**config.mk**
```make
export PLATFORM = sky130hd
export DESIGN_NAME = lv1_lv2_bus_arbiter
export DESIGN_NICKNAME = d
export VERILOG_FILES = /design/src/rtl/cache_arb_pkg.sv /design/src/rtl/rr_pick4.sv /design/src/rtl/lv1_lv2_bus_arbiter.sv
export SDC_FILE = /design/constraint.sdc
export NUM_CORES = 1
export LEC_CHECK = 0
export BUFFER_PORTS_ARGS = -buffer_cell sky130_fd_sc_hd__clkbuf_2
export CORE_AREA = 10 10 58 60
export DETAILED_ROUTE_END_ITERATION = 6
export DIE_AREA = 0 0 68 70
export MAX_ROUTING_LAYER = met4
export PLACE_DENSITY = 0.84
export SYNTH_ARGS = -nofsm -noshare
export SYNTH_HDL_FRONTEND = slang
export SYNTH_HIERARCHICAL = 1
export SYNTH_SLANG_ARGS = --single-unit
```
**constraint.sdc**
```tcl
create_clock -name clk -period 2.4 [get_ports clk]
set_input_delay 0.48 -clock clk [delete_from_list [all_inputs] [get_ports clk]]
set_output_delay 0.48 -clock clk [all_outputs]
set_load 0.01 [all_outputs]
```
**src/rtl/cache_arb_pkg.sv**
```systemverilog
// Shared types and constants for the LV1<->LV2 bus arbiter.
package cache_arb_pkg;

    localparam int unsigned MAX_CORES   = 4;
    localparam int unsigned CORE_ID_WID = 2;

    typedef enum logic [1:0] {
        IDLE  = 2'd0,
        PROC  = 2'd1,
        SNOOP = 2'd2,
        LV2   = 2'd3
    } arb_state_t;

    function automatic logic [MAX_CORES-1:0] core_onehot(input logic [CORE_ID_WID-1:0] id);
        core_onehot = MAX_CORES'(1) << id;
    endfunction

endpackage

```
**src/rtl/rr_pick4.sv**
```systemverilog
// Circular first-one finder over four requesters, scanning upward from start.
module rr_pick4
    import cache_arb_pkg::*;
(
    input  logic [MAX_CORES-1:0]   req,
    input  logic [CORE_ID_WID-1:0] start,
    output logic                   valid,
    output logic [CORE_ID_WID-1:0] id
);

    logic [CORE_ID_WID-1:0] idx;

    // Scan from farthest to nearest so the nearest hit is the one left standing.
    always_comb begin
        valid = 1'b0;
        id    = start;
        idx   = start;
        for (int i = MAX_CORES - 1; i >= 0; i--) begin
            idx = CORE_ID_WID'(start + CORE_ID_WID'(i));
            if (req[idx]) begin
                valid = 1'b1;
                id    = idx;
            end
        end
    end

endmodule

```
**src/rtl/lv1_lv2_bus_arbiter.sv**
```systemverilog
// Round-robin owner arbiter for the shared LV1<->LV2 bus with nested snoop/LV2 grants.
// Optional grant-hold watchdog enabled by defining ARB_WATCHDOG_EN.
module lv1_lv2_bus_arbiter
    import cache_arb_pkg::*;
#(
    parameter int unsigned NUM_CORES      = 4,
    parameter int unsigned TIMEOUT_CYCLES = 1024
) (
    input  logic                 clk,
    input  logic                 rst_n,
    input  logic [MAX_CORES-1:0] bus_lv1_lv2_req_proc,
    input  logic [MAX_CORES-1:0] bus_lv1_lv2_req_snoop,
    input  logic                 bus_lv1_lv2_req_lv2,
    output logic [MAX_CORES-1:0] bus_lv1_lv2_gnt_proc,
    output logic [MAX_CORES-1:0] bus_lv1_lv2_gnt_snoop,
    output logic                 bus_lv1_lv2_gnt_lv2,
    output logic                 arb_busy
`ifdef ARB_WATCHDOG_EN
    ,
    output logic                 arb_timeout_err
`endif
);

    if ((NUM_CORES != 2) && (NUM_CORES != 4)) begin : g_bad_cores
        $error("NUM_CORES must be 2 or 4");
    end
    if (TIMEOUT_CYCLES == 0) begin : g_bad_timeout
        $error("TIMEOUT_CYCLES must be at least 1");
    end

    localparam logic [MAX_CORES-1:0] CORE_MASK = MAX_CORES'((1 << NUM_CORES) - 1);

    arb_state_t             state_q, state_d;
    logic [CORE_ID_WID-1:0] owner_q, owner_d;
    logic [CORE_ID_WID-1:0] snoop_id_q, snoop_id_d;
    logic [CORE_ID_WID-1:0] rr_ptr_q, rr_ptr_d;
    logic [MAX_CORES-1:0]   gnt_proc_q, gnt_proc_d;
    logic [MAX_CORES-1:0]   gnt_snoop_q, gnt_snoop_d;
    logic                   gnt_lv2_q, gnt_lv2_d;
    logic                   busy_q, busy_d;

    logic [MAX_CORES-1:0]   req_proc_m;
    logic [MAX_CORES-1:0]   req_snoop_m;
    logic [CORE_ID_WID-1:0] owner_inc;
    logic [CORE_ID_WID-1:0] next_ptr;
    logic                   proc_vld;
    logic [CORE_ID_WID-1:0] proc_id;
    logic                   snoop_vld;
    logic [CORE_ID_WID-1:0] snoop_id;

    assign req_proc_m  = bus_lv1_lv2_req_proc & CORE_MASK;
    assign req_snoop_m = bus_lv1_lv2_req_snoop & CORE_MASK & ~core_onehot(owner_q);
    assign owner_inc   = CORE_ID_WID'(owner_q + CORE_ID_WID'(1));
    assign next_ptr    = (owner_q == CORE_ID_WID'(NUM_CORES - 1)) ? '0 : owner_inc;

    rr_pick4 u_proc_pick (
        .req   (req_proc_m),
        .start (rr_ptr_q),
        .valid (proc_vld),
        .id    (proc_id)
    );

    rr_pick4 u_snoop_pick (
        .req   (req_snoop_m),
        .start (owner_inc),
        .valid (snoop_vld),
        .id    (snoop_id)
    );

`ifdef ARB_WATCHDOG_EN
    localparam int unsigned WD_W = $clog2(TIMEOUT_CYCLES + 1);
    logic [WD_W-1:0] wd_cnt_q, wd_cnt_d;
    logic            timeout_err_q, timeout_err_d;
    logic            wd_hit;

    // The cycle the counter would reach the limit is the last held grant cycle.
    assign wd_hit = (state_q != IDLE) && (wd_cnt_q == WD_W'(TIMEOUT_CYCLES - 1));
`endif

    always_comb begin
        state_d     = state_q;
        owner_d     = owner_q;
        snoop_id_d  = snoop_id_q;
        rr_ptr_d    = rr_ptr_q;
        gnt_proc_d  = gnt_proc_q;
        gnt_snoop_d = gnt_snoop_q;
        gnt_lv2_d   = gnt_lv2_q;

        case (state_q)
            IDLE: begin
                if (proc_vld) begin
                    owner_d    = proc_id;
                    gnt_proc_d = core_onehot(proc_id);
                    state_d    = PROC;
                end
            end
            PROC: begin
                if (!req_proc_m[owner_q]) begin
                    gnt_proc_d  = '0;
                    gnt_snoop_d = '0;
                    gnt_lv2_d   = 1'b0;
                    rr_ptr_d    = next_ptr;
                    state_d     = IDLE;
                end else if (snoop_vld) begin
                    snoop_id_d  = snoop_id;
                    gnt_snoop_d = core_onehot(snoop_id);
                    state_d     = SNOOP;
                end else if (bus_lv1_lv2_req_lv2) begin
                    gnt_lv2_d = 1'b1;
                    state_d   = LV2;
                end
            end
            SNOOP: begin
                if (!bus_lv1_lv2_req_snoop[snoop_id_q]) begin
                    gnt_snoop_d = '0;
                    state_d     = PROC;
                end
            end
            LV2: begin
                if (!bus_lv1_lv2_req_lv2) begin
                    gnt_lv2_d = 1'b0;
                    state_d   = PROC;
                end
            end
            default: state_d = IDLE;
        endcase

`ifdef ARB_WATCHDOG_EN
        timeout_err_d = timeout_err_q;
        if (wd_hit) begin
            gnt_proc_d    = '0;
            gnt_snoop_d   = '0;
            gnt_lv2_d     = 1'b0;
            rr_ptr_d      = next_ptr;
            state_d       = IDLE;
            timeout_err_d = 1'b1;
        end
        wd_cnt_d = ((state_d != state_q) || (state_q == IDLE)) ? '0 : WD_W'(wd_cnt_q + WD_W'(1));
`endif

        busy_d = (gnt_proc_d != '0);
    end

    always_ff @(posedge clk or negedge rst_n) begin
        if (!rst_n) begin
            state_q     <= IDLE;
            owner_q     <= '0;
            snoop_id_q  <= '0;
            rr_ptr_q    <= '0;
            gnt_proc_q  <= '0;
            gnt_snoop_q <= '0;
            gnt_lv2_q   <= 1'b0;
            busy_q      <= 1'b0;
`ifdef ARB_WATCHDOG_EN
            wd_cnt_q      <= '0;
            timeout_err_q <= 1'b0;
`endif
        end else begin
            state_q     <= state_d;
            owner_q     <= owner_d;
            snoop_id_q  <= snoop_id_d;
            rr_ptr_q    <= rr_ptr_d;
            gnt_proc_q  <= gnt_proc_d;
            gnt_snoop_q <= gnt_snoop_d;
            gnt_lv2_q   <= gnt_lv2_d;
            busy_q      <= busy_d;
`ifdef ARB_WATCHDOG_EN
            wd_cnt_q      <= wd_cnt_d;
            timeout_err_q <= timeout_err_d;
`endif
        end
    end

    assign bus_lv1_lv2_gnt_proc  = gnt_proc_q;
    assign bus_lv1_lv2_gnt_snoop = gnt_snoop_q;
    assign bus_lv1_lv2_gnt_lv2   = gnt_lv2_q;
    assign arb_busy              = busy_q;
`ifdef ARB_WATCHDOG_EN
    assign arb_timeout_err       = timeout_err_q;
`endif

    a_snoop_onehot: assert property (@(posedge clk) disable iff (!rst_n)
        $onehot0(gnt_snoop_q));
    a_snoop_lv2_excl: assert property (@(posedge clk) disable iff (!rst_n)
        !((gnt_snoop_q != '0) && gnt_lv2_q));
    a_sub_needs_proc: assert property (@(posedge clk) disable iff (!rst_n)
        ((gnt_snoop_q != '0) || gnt_lv2_q) |-> (gnt_proc_q != '0));

endmodule

```
; Word level (Yosys, flattened, before mapping)
; Cells that the tools add are included.
; W data, S select, Z words.
[word_totals]
wordCells = 108
in_bits = 11
out_inout_bits = 10
ff_bits = 18
[classes]
magnitude_cmp = 10
shifts = 3
muxes = 56
bitwise_logic = 3
eq_ne = 11
reduce_logical = 10
n_addsub = 7
[op_table]
columns = operator, n
row1 = $lt A2 B3 Y1 const B, 10
row2 = $mux W2, 15
row3 = $mux W1, 22
row4 = $bmux W1 S2, 10
row5 = $mux W4, 5
row6 = $pmux W4 S2, 2
row7 = $shl A1 B2 Y4 const A, 3
row8 = $ne A3 B3 Y1 const B, 3
row9 = $add A2 B2 Y2 const B, 4
row10 = $pmux W2 S4, 1
row11 = $reduce_and A4 Y1, 2
row12 = $add A2 B1 Y2 const B, 3
row13 = $eq A2 B2 Y1 const B, 3
row14 = $ne A2 B2 Y1 const B, 3
row15 = $reduce_and A3 Y1, 2
row16 = $and A4 B4 Y4, 1
row17 = $ne A4 B4 Y1 const B, 1
row18 = $not A4 Y4, 1
row19 = $reduce_and A2 Y1, 2
row20 = $reduce_bool A2 Y1, 2
row21 = $reduce_bool A4 Y1, 1
row22 = $eq A2 B1 Y1 const B, 1
row23 = $logic_not A2 Y1, 1
row24 = $pmux W1 S2, 1
row25 = $not A1 Y1, 1

; Depth between registers and ports, before layout
; Gate-level depths: netlist (run 1).
[depth]
ltp_word = 13
mapped_depth = 10
ltp_nobuf = 9

; Modules after synthesis
; Netlist (run 1), hierarchy kept.
[modules_own_cells]
columns = module, cells_per_inst, seq_area_each_um2, area_each_um2, n_inst
row1 = lv1_lv2_bus_arbiter, 89, 450.4, 979.7, 1
row2 = rr_pick4, 16, 0.0, 100.1, 2

; Worst setup path before layout (run 1)
; Ideal clock, no wire load.
[synth_path]
path_type = input port to flip-flop
startpoint = in bus_lv1_lv2_req_proc[0]
endpoint = reg busy_q (netlist: arb_busy)
cell_stages = 7
required_time_ns = 2.261
arrival_ns = 1.978
n_path_buf = 0
setup_time_ns = 0.139
path_slack_ns = 0.283
path_cell_list = and2b_2 -> or4_1 -> nand2_1 -> and3b_1 -> a21oi_1 -> o2bb2ai_1 -> or4_1
[synth_via]
elab_chain_cells = 10
word_cells_on_any_way = 23
classes_between = shift (1) / mux (21) / reduce/logical (1)
[synth_lines]
columns = item, line_no
row1 = "start, declared", lv1_lv2_bus_arbiter.sv:11  ; input logic [MAX_CORES-1:0] bus_lv1_lv2_req_proc,
row2 = $bmux W1 S2, rr_pick4.sv:20  ; if (req[idx]) begin
row3 = $mux W1 (not written as such), rr_pick4.sv:20
row4 = $mux W2 (3 in a row), rr_pick4.sv:20
row5 = $mux W2 (*), rr_pick4.sv:20
row6 = net proc_id[1], lv1_lv2_bus_arbiter.sv:47  ; logic [CORE_ID_WID-1:0] proc_id;
row7 = $shl A1 B2 Y4 (*), cache_arb_pkg.sv:15  ; core_onehot = MAX_CORES'(1) << id;
row8 = $mux W4 (*), lv1_lv2_bus_arbiter.sv:91  ; if (proc_vld) begin
row9 = $pmux W4 S2 (*), lv1_lv2_bus_arbiter.sv:89  ; case (state_q)
row10 = net gnt_proc_d[1], lv1_lv2_bus_arbiter.sv:37  ; logic [MAX_CORES-1:0] gnt_proc_q, gnt_proc_d;
row11 = $reduce_bool A4 Y1 (*), lv1_lv2_bus_arbiter.sv:141  ; busy_d = (gnt_proc_d != '0);
row12 = net busy_d, lv1_lv2_bus_arbiter.sv:40  ; logic busy_q, busy_d;
row13 = "end signal, assigned", lv1_lv2_bus_arbiter.sv:166  ; busy_q <= busy_d;
row14 = "end, declared", lv1_lv2_bus_arbiter.sv:40
; Mark *: on every way through the listed nets, which the timed path passes. The rest lies on a longest branch. The select of a mux whose other input is x is not followed.
; A chain may end at the register's enable or synchronous reset.

; Worst setup path in the final report (run 1)
[layout_path]
startpoint = reg rr_ptr_q[0]
endpoint = reg busy_q (netlist: arb_busy)
[layout_via]
elab_chain_cells = 11
word_cells_on_any_way = 23
classes_between = add/sub (3) / shift (1) / mux (18) / reduce/logical (1)
[layout_lines]
columns = item, line_no
row1 = "start, declared", lv1_lv2_bus_arbiter.sv:36  ; logic [CORE_ID_WID-1:0] rr_ptr_q, rr_ptr_d;
row2 = "start signal, assigned", lv1_lv2_bus_arbiter.sv:162  ; rr_ptr_q <= rr_ptr_d;
row3 = $add A2 B2 Y2, rr_pick4.sv:19  ; idx = CORE_ID_WID'(start + CORE_ID_WID'(i));
row4 = $bmux W1 S2, rr_pick4.sv:20
row5 = $mux W1 (not written as such), rr_pick4.sv:20
row6 = $mux W2 (3 in a row), rr_pick4.sv:20
row7 = $mux W2 (*), rr_pick4.sv:20
row8 = net proc_id[1], lv1_lv2_bus_arbiter.sv:47
row9 = $shl A1 B2 Y4 (*), cache_arb_pkg.sv:15
row10 = $mux W4 (*), lv1_lv2_bus_arbiter.sv:91
row11 = $pmux W4 S2 (*), lv1_lv2_bus_arbiter.sv:89
row12 = net gnt_proc_d[1], lv1_lv2_bus_arbiter.sv:37
row13 = $reduce_bool A4 Y1 (*), lv1_lv2_bus_arbiter.sv:141
row14 = net busy_d, lv1_lv2_bus_arbiter.sv:40
; Marks and branches as above.

==> summary.md, run 1 <==
## STA
• **Max Transition Viols Final** 0
• **worst hold slack after final layout** 0.110 ns
• **ratio of final minimum period to clock period** 0.930
• **TNS Setup** 0 ns
• **Max Clk Rate** 448 MHz
• **Setup-failing EPs final** 0
• **slew at the pin closest to its max-slew limit** 0.460 ns
• **setup repair after global routing missed its margin** no
• **number of hold-slack violations in the final timing report** 0
• **Final Critical Period** 2.23 ns
• **headroom to the max-slew limit** 0.693
• **Clock Skews** 0.00813 ns
• **min setup slack post-route** 0.168 ns

## Worst setup path
• **series of cell instances along the critical path** and2b_2 -> or4_1 -> nand2_1 -> and3b_1 -> a21oi_1 -> o2bb2ai_1 -> or4_1
• **critical path capture point type** register
• **slowest cell on the critical path** or4_1
• **Register-to-Register Setup Slack** 0.17 ns
• **endpoint required time on the critical path** 2.56 ns
• **critical path's top delay family** simple AND/OR/NAND/NOR gates
• **Buf/Inv on CP** 0
• **cell repeated most along the worst path** or4_1
• **largest incremental delay on the critical path** 0.50 ns
• **CP max FO** 5
• **worst reg2reg path depth** 7
• **Worst R2R Start** rr_ptr_q[0]
• **Worst Path Class, Setup** reg -> reg
• **capturing point of the worst reg2reg path** arb_busy
• **WP data arrival** 2.40 ns
• **sort of element at the start of the critical path** register

## Layout
• **Cell Count, Final, Fillers Out** 175
• **antenna diode instance count** 0
• **final non-filler cell area** 1360 um^2
• **share of final-layout standard cells stronger than drive strength 1** 0.283
• **number of filler cells placed in the layout** 219
• **area overhead of the layout relative to synthesis** 15.4%
• **Post-layout nets** 161
• **post-layout utilization of the core** 0.581

## Yosys
• **most frequently used flop master after synthesis** dfrtp_1
• **post-synthesis sequential element count** 18
• **synthesized area** 1180 um^2
• **FFs w/ async S/R, synth** 1.00
• **sequential area share after synthesis** 0.382
• **Synthesized Nets** 136
• **Syn Inst Count** 121
• **synthesis warning total** 6
• **number of unique standard cell types used by synthesis** 38
• **number of synthesized flops with an enable pin** 0
• **syn avg cell area** 9.75 um^2

## Floorplan
• **Initial Util** 0.504
• **FP Rows** 18
• **overall die area** 4760 um^2
• **number of top-level pins** 21
• **Core ar.** 2340 um^2
• **Die X-Extent** 68 um
• **height of the chip** 70 um

## Clock network
• **number of CTS-inserted buffers** 3
• **hold-fix buffer count after cts** 0
• **Max H-tree Level** 1
• **clock slew seen by the registers of the worst setup and hold paths** 0.11 ns
• **root cell of the clock tree** clkbuf_4
• **TritonCTS clock tree** yes
• **# clock sinks** 18
• **source-to-sink clock delay at the later pin of the worst-skew pair** 0.29 ns
• **number of buffers between clock root and the deepest sink** 2

## Power and ir drop
• **part of the power in registers** 0.331
• **Total Power** 1.80 mW
• **switching share of power** 0.442
• **Internal Pwr Total** 1.00 mW
• **share of total power in the clock network** 0.105
• **P_sw** 795 uW
• **proportion of power drawn by combinational gates** 0.564
• **Pwr Density** 1320 nW/um^2
• **worst voltage drop across the vdd grid** 0.720 mV
• **leakage power** 0.675 nW

## Status
• **result of the run** finished, final reports clean

## GRT
• **global-route wire length before repair** 4840 um
• **total overflow reported by the global router** 0
• **via count of the first global-routing pass** 1059
• **maximum number of pins on one net before global-route repair** 19
• **gr usage total** 0.126
• **initial antenna violation count** 0

## Placement
• **count of input and output buffers** 20
• **Post-Place Cells** 169
• **gpl congestion** 0.845
• **worst setup timing slack at the placement stage** 0.00497 ns
• **dpl cell area** 1310 um^2
• **HPWL after DPL** 2170 um

## Routing
• **first-pass iteration count of the detailed router** 4
• **vias per cell** 5.91
• **DRC violations left** 0
• **routed wire length** 2800 um
• **Detail Route Antenna Nets** 0
• **average wire length per cell after detail routing** 16.0 um
• **number of design-rule violations left by the first detailed-router iteration** 35
• **via count** 1034

## Worst hold path
• **class of the tightest hold or removal check** in -> async

## Job
• **max-cap check violation count** 0

==> area by class of cell <==
class	count	area (um^2)	share of cell area
multi-input combinational	92	683	0.502
sequential	18	452	0.332
timing repair buffer	23	123	0.0901
tap	30	37.5	0.0276
clock buffer	4	36.3	0.0267
inverter	8	30.0	0.0221
==> worst max-delay path by stage <==
stage	endpoint	cells past startpoint	startpoint	slack [ns]
final	arb_busy	7	rr_ptr_q[0]	0.17
after global routing	bus_lv1_lv2_gnt_snoop[2]	7	owner_q[0]	0.03
after CTS	bus_lv1_lv2_gnt_snoop[3]	7	owner_q[0]	0.12
after detailed placement	arb_busy	8	bus_lv1_lv2_req_proc[0]	0.005
after global placement	arb_busy	8	bus_lv1_lv2_req_proc[0]	0.07
after floorplan	arb_busy	7	bus_lv1_lv2_req_proc[0]	0.28
==> placed cells by master (no fill, tap or decap), types with 4 or more instances in the layout <==
cell | synthesis | final
a21oi_1 | 7 | 7
and2b_2 | 4 | 4
clkbuf_2 | 0 | 20
dfrtp_1 | 18 | 17
ha_1 | 4 | 4
inv_1 | 8 | 8
mux2_1 | 4 | 4
nand2_1 | 11 | 11
nand3_1 | 5 | 5
nor2_1 | 6 | 6
o21ai_0 | 5 | 5
==> worst register-to-register path: stages (launching register included) <==
cell and delay [ns]:
dfrtp_1 0.41, and2b_2 0.23, or4_1 0.50, nand2_1 0.14
and3b_1 0.20, a21oi_1 0.13, o2bb2ai_1 0.10, or4_1 0.41
==> cell families after synthesis <==
group,synth area share
and+or+nand+nor,0.232
AOI/OAI and AO/OA,0.217
DFF,0.382
buffers and inverters,0.0414
muxes,0.0848
adders and majority gates,0.0424
==> registers in the layout (all words and copies together) (netlist names) <==
register	flops
state_q	2
arb_busy	1
bus_lv1_lv2_gnt_lv2	1
rr_ptr_q	2
snoop_id_q	2
bus_lv1_lv2_gnt_proc	4
bus_lv1_lv2_gnt_snoop	4
owner_q	2
==> power groups by stage <==
| stage | logic (mW) | registers [mW] | clock network [mW] |
|---|---|---|---|
| floorplan | 0.733 | 0.581 | 0 |
| global placement | 0.929 | 0.586 | 0 |
| detailed placement | 0.981 | 0.601 | 0 |
| CTS | 0.986 | 0.594 | 0.189 |
| global route | 1.14 | 0.622 | 0.199 |
| finish | 1.01 | 0.595 | 0.188 |
==> synthesized netlist by cell type, types with 4 or more instances <==
master	number	area [um^2]
nand3_1	5	25.0
o21ai_0	5	25.0
nor2b_1	4	25.0
mux2_1	4	45.0
nand2_1	11	41.3
and2b_2	4	35.0
nor2_1	6	22.5
a21oi_1	7	35.0
dfrtp_1	18	450
ha_1	4	50.1
inv_1	8	30.0
==> routing by layer <==
layer | GRT usage | share of wire | vias to the layer above | routed length [um]
met5 | - | 0 | - | 0
met4 | 0.0403 | 0.0082 | 0 | 23
met3 | 0.0159 | 0.044 | 4 | 123
met2 | 0.203 | 0.51 | 34 | 1430
met1 | 0.158 | 0.44 | 497 | 1230
li1 | - | - | 499 | -
==> timing repair <==
action                     in CTS  in global routing
gates resized for setup         0                  2
setup buffers                   0                  2
setup endpoints to repair       0                  4
No activity file was read; power rests on OpenSTA's default activity.
==> run 2: changes to the inputs <==
CORE_AREA = 10 10 57 59   (was 10 10 58 60)
DIE_AREA = 0 0 67 69   (was 0 0 68 70)
PLACE_DENSITY = 0.85   (was 0.84)
SYNTH_HIERARCHICAL = default   (was 1)
==> run 2 against run 1 <==
Against the previous run:
- critical path depth did not move
- non-clock buffer count shrank 3
- global-route usage fell by 0.65 points
- fmax increased by 5.1%
- synthesized cell count decreased by 4.1%
- sequential cell count unchanged
- critical endpoint is now bus_lv1_lv2_gnt_snoop[0]
- largest power group unchanged
==> summary.md, run 2 <==
## Status
• **result of the run** finished, final reports clean

## Clock network
• **PostCTS Resize Cnt** 0, unchanged
• **Post-CTS Setup Inserts** 0, unchanged
• **TritonCTS clock tree** yes
• **hold-fix buffer count after cts** 0, unchanged
• **clock slew seen by the registers of the worst setup and hold paths** 0.10 ns, about the same
• **number of buffers between clock root and the deepest sink** 2, unchanged
• **root cell of the clock tree** clkbuf_4
• **# clock sinks** 18, unchanged
• **number of CTS-inserted buffers** 3, unchanged
• **source-to-sink clock delay at the later pin of the worst-skew pair** 0.29 ns, about the same
• **Max H-tree Level** 1, unchanged

## Floorplan
• **overall die area** 4620 um^2, -2.9%
• **FP Rows** 17, -1
• **Initial Util** 0.530, +0.0263
• **Core ar.** 2150 um^2, -8.3%
• **number of top-level pins** 21, unchanged
• **height of the chip** 69 um, -1.4%
• **Die X-Extent** 67 um, -1.5%

## Yosys
• **post-synthesis sequential element count** 18, unchanged
• **top cell type's share of synthesized area** 0.396, +0.0138
• **Synthesized Nets** 131, -3.7%
• **number of synthesized flops with an enable pin** 0, unchanged
• **sequential area share after synthesis** 0.396, +0.0138
• **most common cell in the synthesized netlist** dfrtp_1
• **area leader, netlist** dfrtp_1
• **cell types with the highest counts after synthesis** 18 x dfrtp_1, 12 x nand2_1, 7 x inv_1
• **Syn Inst Count** 116, -4.1%
• **number of unique standard cell types used by synthesis** 43, +13%
• **syn avg cell area** 9.82 um^2, +0.66%
• **FFs w/ async S/R, synth** 1.00, unchanged
• **most frequently used flop master after synthesis** dfrtp_1
• **synthesized area** 1140 um^2, -3.5%
• **synthesis warning total** 0, -6
• **cells taking the most area after synthesis** dfrtp_1 40%, ha_1 4.4%, mux4_2 4.0%, nand2_1 4.0%, nand2b_1 3.3%

## STA
• **ratio of final minimum period to clock period** 0.885, -0.0452
• **Max Transition Viols Final** 0, unchanged
• **Setup-failing EPs final** 0, unchanged
• **Final Critical Period** 2.12 ns, -0.108 ns
• **Max Clk Rate** 471 MHz, +5.1%
• **worst hold slack after final layout** 0.110 ns, -0.000263 ns
• **slew at the pin closest to its max-slew limit** 0.454 ns, -0.00644 ns
• **headroom to the max-slew limit** 0.697, +0.00429
• **number of hold-slack violations in the final timing report** 0, unchanged
• **Clock Skews** 0.0114 ns, +0.00331 ns
• **setup repair after global routing missed its margin** no
• **TNS Setup** 0 ns, unchanged

## Placement
• **gpl congestion** 0.942, +11%
• **HPWL after DPL** 2010 um, -7.2%
• **count of input and output buffers** 20, unchanged

## Worst setup path
• **series of cell instances along the critical path** inv_1 -> ha_1 -> and3b_1 -> o22ai_1 -> a222oi_1 -> nor2b_1 -> a22o_1
• **sort of element at the start of the critical path** register
• **Buf/Inv on CP** 1, +1
• **WP data arrival** 2.30 ns, -0.10 ns
• **Register-to-Register Setup Slack** 0.28 ns, +0.11 ns
• **Worst Path Class, Setup** reg -> reg
• **largest incremental delay on the critical path** 0.52 ns, +0.02 ns
• **critical path's top delay family** compound AO/OA/AOI/OAI gates
• **critical path capture point type** register
• **slowest cell on the critical path** dfrtp_1
• **capturing point of the worst reg2reg path** bus_lv1_lv2_gnt_snoop[0]
• **CP max FO** 9, +4
• **endpoint required time on the critical path** 2.58 ns, +0.02 ns
• **Worst R2R Start** owner_q[0]
• **worst reg2reg path depth** 7, unchanged

## GRT
• **global-route wire length before repair** 4460 um, -7.8%
• **maximum number of pins on one net before global-route repair** 19, unchanged
• **via count of the first global-routing pass** 1007, -4.9%
• **gr usage total** 0.120, -0.00652
• **initial antenna violation count** 0, unchanged
• **total overflow reported by the global router** 0, unchanged

## Routing
• **first-pass iteration count of the detailed router** 4, unchanged
• **DRC violations left** 0, unchanged
• **average wire length per cell after detail routing** 15.2 um, -5.4%
• **routed wire length** 2500 um, -11%
• **number of design-rule violations left by the first detailed-router iteration** 49, +40%
• **via count** 983, -4.9%
• **Detail Route Antenna Nets** 0, unchanged
• **vias per cell** 5.96, +0.83%

## Power and ir drop
• **Pwr Density** 1260 nW/um^2, -4.8%
• **worst voltage drop across the vdd grid** 0.623 mV, -13%
• **Total Power** 1.62 mW, -9.9%
• **leakage power** 0.609 nW, -9.7%

## Layout
• **share of final-layout standard cells stronger than drive strength 1** 0.263, -0.0200
• **Post-layout nets** 154, -4.3%
• **antenna diode instance count** 0, unchanged
• **Register Area** 450 um^2, -0.28%
• **area overhead of the layout relative to synthesis** 13.1%
• **commonest non-fill, non-tap cell in the layout** clkbuf_2
• **area occupied by multi-input gates** 653 um^2, -4.4%
• **number of filler cells placed in the layout** 201, -8.2%
• **highest-count cells in the layout ignoring fill and taps** 20 x clkbuf_2, 18 x dfrtp_1, 12 x nand2_1

## Job
• **max-cap check violation count** 0, unchanged

## Worst hold path
• **class of the tightest hold or removal check** in -> async

run 2: cell families after synthesis:
logic type	after synthesis	synth area share
AND/OR/NAND/NOR	44	0.222
adder cells (fa/ha/maj)	4	0.0440
multiplexers	4	0.0593
AO/OA/AOI/OAI	37	0.248
buffers and inverters	9	0.0308
flip-flops	18	0.396
run 2: how the worst max path moves through the flow:
| stage | start | to | slack [ns] | cells past startpoint |
|---|---|---|---|---|
| global placement | owner_q[0] | bus_lv1_lv2_gnt_snoop[2] | 0.36 | 7 |
| finish | owner_q[0] | bus_lv1_lv2_gnt_snoop[0] | 0.28 | 7 |
| floorplan | owner_q[0] | bus_lv1_lv2_gnt_snoop[0] | 0.54 | 7 |
| detailed placement | owner_q[0] | bus_lv1_lv2_gnt_snoop[3] | 0.29 | 7 |
| CTS | owner_q[0] | bus_lv1_lv2_gnt_snoop[3] | 0.28 | 7 |
| global route | owner_q[0] | bus_lv1_lv2_gnt_snoop[0] | 0.09 | 7 |
run 2: per-stage QoR:
step / util / setup slack (ns) / cells / instance area, um^2
after floorplan: - / 0.541 / 116 / 1140
after global placement: 0.589 / 0.362 / 162 / 1260
after detailed placement: 0.589 / 0.294 / 162 / 1260
after CTS: 0.599 / 0.276 / 165 / 1290
after global routing: 0.599 / 0.0877 / 165 / 1290
final: 0.599 / 0.276 / 165 / 1290
run 2: routing by layer:
layer  GRT usage  vias up  wire length, um
met2       0.185       20             1200
met3      0.0306        6              122
met1       0.143      485             1130
met4      0.0475        0               47
met5           -        -                0
li1            -      472                -
run 2: area by class of cell:
type	count	share of cell area
clock buffers	3	0.0175
well taps	28	0.0272
flip-flops and latches	18	0.350
multi-input cells	89	0.507
inverters	7	0.0204
repair buffers	20	0.0777
run 2: power by group:
group | leakage [nW] | internal (mW) | switching [mW]
sequential | 0.229 | 0.435 | 0.148
combinational | 0.366 | 0.412 | 0.476
clock | 0.0138 | 0.0584 | 0.0895
